`src/rtl/mesi_isc_pkg.sv`:
```
// Shared MESI intersection-controller codes: mbus commands, cbus
// commands, broadcast entry types and broadcast snoop FSM states.
package mesi_isc_pkg;

   // Main-bus commands issued by CPUs toward the controller.
   localparam logic [2:0] MBUS_CMD_NOP      = 3'd0;
   localparam logic [2:0] MBUS_CMD_WR       = 3'd1;
   localparam logic [2:0] MBUS_CMD_RD       = 3'd2;
   localparam logic [2:0] MBUS_CMD_WR_BROAD = 3'd3;
   localparam logic [2:0] MBUS_CMD_RD_BROAD = 3'd4;

   // Coherence-bus commands driven to each CPU. Codes 5-7 are unused.
   typedef enum logic [2:0] {
      CBUS_CMD_NOP      = 3'd0,
      CBUS_CMD_WR_SNOOP = 3'd1,
      CBUS_CMD_RD_SNOOP = 3'd2,
      CBUS_CMD_EN_WR    = 3'd3,
      CBUS_CMD_EN_RD    = 3'd4
   } cbus_cmd_e;

   // Broadcast FIFO entry types.
   typedef enum logic [1:0] {
      BROAD_TYPE_NOP = 2'd0,
      BROAD_TYPE_WR  = 2'd1,
      BROAD_TYPE_RD  = 2'd2,
      BROAD_TYPE_ILL = 2'd3
   } broad_type_e;

   typedef enum logic [1:0] {
      ST_IDLE   = 2'd0,
      ST_SNOOP  = 2'd1,
      ST_ENABLE = 2'd2
   } broad_state_e;

endpackage

```
`src/rtl/mesi_isc_ack_tracker.sv`:
```
// Per-CPU acknowledge latch for the broadcast snoop controller.
// Ports: clk, rst (sync, active high), clr, set[3:0], mask[3:0]
// (CPUs that must ack), acked[3:0], all_acked.
module mesi_isc_ack_tracker (
   input  logic       clk,
   input  logic       rst,
   input  logic       clr,
   input  logic [3:0] set,
   input  logic [3:0] mask,
   output logic [3:0] acked,
   output logic       all_acked
);

   always_ff @(posedge clk) begin
      if (rst || clr) acked <= 4'b0000;
      else            acked <= acked | set;
   end

   // Acks arriving this cycle count, so the last acks and the
   // transition to ENABLE can share one edge.
   assign all_acked = &(acked | set | ~mask);

endmodule

```
`src/rtl/mesi_isc_broad_snoop_cntl.sv`:
```
// Broadcast snoop controller: pops the broadcast FIFO, snoops the
// other three CPUs, then enables the originator on the cbus.
// Ports: clk, rst, broad FIFO head/empty in, cbus acks in;
// FIFO pop, cbus addr/cmd/id, busy and sticky error out.
module mesi_isc_broad_snoop_cntl
   import mesi_isc_pkg::*;
#(
   parameter int ADDR_WIDTH       = 32,
   parameter int BROAD_TYPE_WIDTH = 2,
   parameter int BROAD_ID_WIDTH   = 7,
   parameter int CBUS_CMD_WIDTH   = 3
) (
   input  logic                        clk,
   input  logic                        rst,
   input  logic                        broad_fifo_status_empty_i,
   input  logic [ADDR_WIDTH-1:0]       broad_addr_i,
   input  logic [BROAD_TYPE_WIDTH-1:0] broad_type_i,
   input  logic [1:0]                  broad_cpu_id_i,
   input  logic [BROAD_ID_WIDTH-1:0]   broad_id_i,
   input  logic [3:0]                  cbus_ack_array_i,
   output logic                        broad_fifo_rd_o,
   output logic [ADDR_WIDTH-1:0]       cbus_addr_o,
   output logic [4*CBUS_CMD_WIDTH-1:0] cbus_cmd_array_o,
   output logic [BROAD_ID_WIDTH-1:0]   cbus_id_o,
   output logic                        broad_busy_o,
   output logic                        broad_err_o
);

   broad_state_e state_q, state_d;

   logic [ADDR_WIDTH-1:0]       addr_q;
   logic [BROAD_TYPE_WIDTH-1:0] type_q;
   logic [1:0]                  cpu_q;
   logic [BROAD_ID_WIDTH-1:0]   id_q;
   logic                        err_q;

   logic       pop;
   logic       busy;
   logic       head_ok;
   logic       is_wr;
   logic       ack_clr;
   logic [3:0] orig_mask;
   logic [3:0] snoop_active;
   logic [3:0] ack_set;
   logic [3:0] acked;
   logic       all_acked;
   logic [2:0] snoop_code;
   logic [2:0] en_code;

   assign head_ok =
      (broad_type_i == BROAD_TYPE_WIDTH'(BROAD_TYPE_WR)) ||
      (broad_type_i == BROAD_TYPE_WIDTH'(BROAD_TYPE_RD));

   assign is_wr      = (type_q == BROAD_TYPE_WIDTH'(BROAD_TYPE_WR));
   assign snoop_code = is_wr ? CBUS_CMD_WR_SNOOP : CBUS_CMD_RD_SNOOP;
   assign en_code    = is_wr ? CBUS_CMD_EN_WR : CBUS_CMD_EN_RD;

   assign orig_mask = 4'b0001 << cpu_q;

   // CPUs still owed a snoop command; only these may set an ack.
   assign snoop_active = (state_q == ST_SNOOP) ?
                         (~orig_mask & ~acked) : 4'b0000;
   assign ack_set = rst ? 4'b0000 : (cbus_ack_array_i & snoop_active);

   mesi_isc_ack_tracker u_ack_tracker (
      .clk       (clk),
      .rst       (rst),
      .clr       (ack_clr),
      .set       (ack_set),
      .mask      (~orig_mask),
      .acked     (acked),
      .all_acked (all_acked)
   );

   always_comb begin
      state_d = state_q;
      pop     = 1'b0;
      busy    = 1'b0;
      ack_clr = 1'b0;
      unique case (state_q)
         ST_IDLE: begin
            if (!broad_fifo_status_empty_i) begin
               pop = 1'b1;
               if (head_ok) state_d = ST_SNOOP;
            end
         end
         ST_SNOOP: begin
            busy = 1'b1;
            if (all_acked) state_d = ST_ENABLE;
         end
         ST_ENABLE: begin
            busy = 1'b1;
            if (|(cbus_ack_array_i & orig_mask)) begin
               state_d = ST_IDLE;
               ack_clr = 1'b1;
            end
         end
         default: state_d = ST_IDLE;
      endcase
      if (rst) begin
         pop     = 1'b0;
         busy    = 1'b0;
         ack_clr = 1'b0;
      end
   end

   always_comb begin
      cbus_cmd_array_o = '0;
      for (int n = 0; n < 4; n++) begin
         if (snoop_active[n])
            cbus_cmd_array_o[n*CBUS_CMD_WIDTH +: CBUS_CMD_WIDTH] =
               CBUS_CMD_WIDTH'(snoop_code);
         else if (state_q == ST_ENABLE && orig_mask[n])
            cbus_cmd_array_o[n*CBUS_CMD_WIDTH +: CBUS_CMD_WIDTH] =
               CBUS_CMD_WIDTH'(en_code);
      end
      if (rst) cbus_cmd_array_o = '0;
   end

   always_ff @(posedge clk) begin
      if (rst) begin
         state_q <= ST_IDLE;
         addr_q  <= '0;
         type_q  <= '0;
         cpu_q   <= '0;
         id_q    <= '0;
         err_q   <= 1'b0;
      end else begin
         state_q <= state_d;
         if (pop) begin
            addr_q <= broad_addr_i;
            type_q <= broad_type_i;
            cpu_q  <= broad_cpu_id_i;
            id_q   <= broad_id_i;
            if (!head_ok) err_q <= 1'b1;
         end
      end
   end

   assign broad_fifo_rd_o = pop;
   assign cbus_addr_o     = addr_q;
   assign cbus_id_o       = id_q;
   assign broad_busy_o    = busy;
   assign broad_err_o     = err_q;

endmodule

```
`config.mk`:
```
export PLATFORM = sky130hd
export DESIGN_NAME = mesi_isc_broad_snoop_cntl
export DESIGN_NICKNAME = d
export VERILOG_FILES = /design/src/rtl/mesi_isc_pkg.sv /design/src/rtl/mesi_isc_ack_tracker.sv /design/src/rtl/mesi_isc_broad_snoop_cntl.sv
export SDC_FILE = /design/constraint.sdc
export NUM_CORES = 1
export LEC_CHECK = 0
export ABC_AREA = 1
export BUFFER_PORTS_ARGS = -buffer_cell sky130_fd_sc_hd__buf_2
export CAP_MARGIN = 20
export CORE_MARGIN = 2
export CORE_UTILIZATION = 40
export DETAILED_ROUTE_END_ITERATION = 10
export GPL_TIMING_DRIVEN = 1
export HOLD_SLACK_MARGIN = 0.05
export PLACE_DENSITY = 0.84
export REMOVE_ABC_BUFFERS = 1
export SLEW_MARGIN = 20
export SYNTH_ARGS = -nofsm -noshare
export SYNTH_HDL_FRONTEND = slang
export SYNTH_SLANG_ARGS = --single-unit
```
`constraint.sdc`:
```
create_clock -name clk -period 1.42 [get_ports clk]
set_input_delay 0.284 -clock clk [delete_from_list [all_inputs] [get_ports clk]]
set_output_delay 0.284 -clock clk [all_outputs]
set_load 0.05 [all_outputs]
```
==> flow_metrics.py <==
metrics = {
    "synth": {
        "ys_warn_count": 0,
        "synth_adder_area_share": 0.0231,
        "muxShareOfSynthArea": 0,
        "ys_types": 28,
        "synth-seq-cells": 50,
        "syn_inst": 304,
        "synth_simple_gate_area_frac": 0.272,
        "synthXorXnorAreaFrac": 0.00404,
        "synth_seq_area_share": 0.462,
        "synthesis.area_um2": 2170,
        "syn_avg_cell_area_um2": 7.12,
        "synth_compound_area_frac": 0.158,
        "synth_top_family_by_area": "simple AND/OR/NAND/NOR gates",
    },
    "final_layout": {
        "nFillCells": 342,
        "final_cell_mix": "91 x nor2_1, 89 x buf_2, 46 x dfxtp_1",
        "area_delta_synth_final_pct": 84.1,
        "drive_gt1_frac": 0.603,
        "layout_commonest_cell": "nor2_1",
        "layout.nets": 510,
        "diodes": 0,
        "final_util": 0.771,
    },
    "worst_setup_path": {
        "r2r_slack_ps": -320,
        "worst_ep_required_time_ps": 1140,
        "cp-start-kind": "register",
        "reg2reg_depth": 13,
        "rr_endpoint": "state_q[0]",
        "critPathSlowestCell": "dfxtp_2",
        "cp_common_cell": "buf_6",
        "critPathCaptureType": "output port",
        "cp_max_fo": 5,
        "critPathArrivalTime_ps": 1790,
        "r2r_start": "state_q[1]",
        "max_stage_delay_ps": 370,
        "critical_path_class": "reg -> out",
        "path_cells": "buf_6 -> ha_4 -> inv_2 -> nor2_1 -> inv_1 -> nor2_2 -> a21oi_2 -> nor3_2 -> buf_6",
    },
    "power_and_ir_drop": {
        "internal_power_mw": 4.31,
        "p_leak_nw": 1.86,
        "p_total_mw": 8.29,
        "power.density_nw_per_um2": 2080,
        "clockPowerShare": 0.094,
        "power.switching_mw": 3.98,
        "seqPwrFrac": 0.252,
        "swShare": 0.480,
        "peakVddDrop_mv": 1.21,
        "pwr-share-comb": 0.653,
    },
    "global_route": {
        "grt_pass1_wl_um": 10500,
        "overflow": 0,
        "grt_max_degree": 41,
        "grt_usage": 0.214,
        "antenna_found_initial": 0,
        "grt_pass1_vias": 2393,
    },
    "timing": {
        "clock_skew_ps": 6.91,
        "finalHoldViolations": 0,
        "drv_slew": 0,
        "fmax_mhz": 482,
        "period_share": 1.46,
        "tightestPinTransition_ps": 418,
        "rsz0062_at_grt": "true",
        "setup_viol": 60,
        "slew-limit-headroom": 0.721,
        "finalSetupTns_ps": -10870,
        "fin_crit_ps": 2080,
        "whs_ps": 207,
        "worst_slack_ps": -656,
    },
    "floorplan": {
        "die_h_um": 77.6,
        "core_area_um2": 5170,
        "die_area_um2": 6020,
        "fp.dieW_um": 77.6,
        "io_pins": 104,
        "row_count": 26,
        "start_util": 0.419,
    },
    "clocking": {
        "cts.sinks": 50,
        "clk_pin_slew_worst_paths_ps": 90,
        "root_buffer": "clkbuf_8",
        "cts_hold_buf": 0,
        "cts_made_buffers": 5,
        "cts_tree": "built",
        "htreeDepth": 2,
        "cts.path.max_buffers": 2,
        "clkLatencyLatePin_ps": 290,
    },
    "placement": {
        "routabilityCongestion": 0.902,
        "portBuffers": 103,
        "place_ws_ps": -372,
        "place.detailed.hpwl_um": 4240,
    },
    "drt": {
        "drtIter0Drc": 98,
        "drtAntennaViolNets": 0,
        "vias": 2660,
        "drt_wl_total_um": 8640,
        "routedWlPerCell_um": 16.4,
        "first_pass_iters": 4,
        "drc": 0,
        "viasPerCell": 5.06,
    },
    "hold_path": {
        "hold_class": "in -> reg",
        "hp-start": "broad_id_i[5]",
        "min_to": "cbus_id_o[5]",
        "holdPathStages": 3,
    },
    "status": {
        "violations": "setup timing",
        "status": "finished with violations",
    },
    "run": {
        "cap_violations": 0,
    },
}
[critical path, delay by kind of cell, from the launching register on]
kind | cells | cell delay, ps
AND/OR/NAND/NOR | 3 | 470
AO/OA/AOI/OAI | 1 | 60
buffers and inverters | 4 | 440
flip-flops | 1 | 370
adder cells (fa/ha/maj) | 1 | 160
[sequential cells by signal (all words and copies together), names as in the netlist]
signal               flops
cbus_addr_o             32
cbus_id_o                7
u_ack_tracker.acked      4
cpu_q                    2
state_q                  2
type_q                   2
broad_err_o              1
[cell families after synthesis]
group / Yosys count
flops: 50
buf+inv: 41
compound gates: 62
xor+xnor: 1
fa+ha+maj: 4
simple gates: 146
[per-layer routing]
metal / track usage / part of all wire
met5: 0 / 0
met2: 0.394 / 0.54
met1: 0.244 / 0.39
met4: 0.0732 / 0.030
met3: 0.0419 / 0.044
[synthesized netlist by cell type]
library cell	number	area (um^2)
nor2_1	111	417
dfxtp_1	50	1000
o21ai_0	41	205
nand2_1	18	67.6
inv_1	16	60.1
clkbuf_1	10	37.5
a21oi_1	9	45.0
inv_2	7	26.3
nand3_1	7	35.0
a211oi_1	5	37.5
buf_2	4	20.0
ha_1	4	50.1
buf_6	2	22.5
nand2_2	2	12.5
nor2_2	2	12.5
nor3_1	2	10.0
o211ai_1	2	15.0
o21ai_1	2	10.0
a21oi_2	1	8.76
clkinv_1	1	3.75
clkinv_2	1	5.00
nand3_2	1	10.0
nor2_4	1	11.3
o211ai_2	1	12.5
o21ai_2	1	8.76
or2_1	1	6.26
or2_2	1	6.26
xor2_1	1	8.76
[cell type report]
cell class	instances	area [um^2]	share of cell area
Clock inverter	1	7.51	0.00188
Tap cell	70	87.6	0.0220
Inverter	25	105	0.0264
Multi-Input combinational cell	213	1390	0.349
Clock buffer	6	72.6	0.0182
Timing Repair Buffer	161	1310	0.329
Sequential cell	50	1010	0.254
[power by group through the flow]
stage	clock network, mW	logic, mW	registers [mW]
3_3_place_gp	0	3.33	1.97
2_1_floorplan	0	1.26	3.03
3_5_place_dp	0	3.39	1.98
5_1_grt	0.856	5.69	2.13
6_report	0.782	5.42	2.09
4_1_cts	0.801	3.92	1.98
[what timing repair did]
item                                    in CTS  in global routing
buffers inserted                             8                 12
endpoints found under the setup margin      63                 63
pin swaps                                   10                 21
gates resized for setup                     60                152
cloned                                       1                 10
endpoints found under the hold margin        0                  0
[stage by stage]
step	std cells	area, um^2
final	526	3990
after global routing	526	3990
after CTS	507	3290
after detailed placement	493	2930
after global placement	493	2930
after floorplan	288	2090
[worst max path at each step]
stage,startpoint,endpoint,slack (ps)
finish,state_q[1],cbus_cmd_array_o[10],-660
global route,state_q[1],cbus_cmd_array_o[10],-720
global placement,state_q[0],cbus_cmd_array_o[10],-300
CTS,state_q[1],cbus_cmd_array_o[10],-530
floorplan,state_q[0],broad_err_o,-1840
detailed placement,state_q[1],cbus_cmd_array_o[0],-370
No activity file was read; power rests on OpenSTA's default activity.
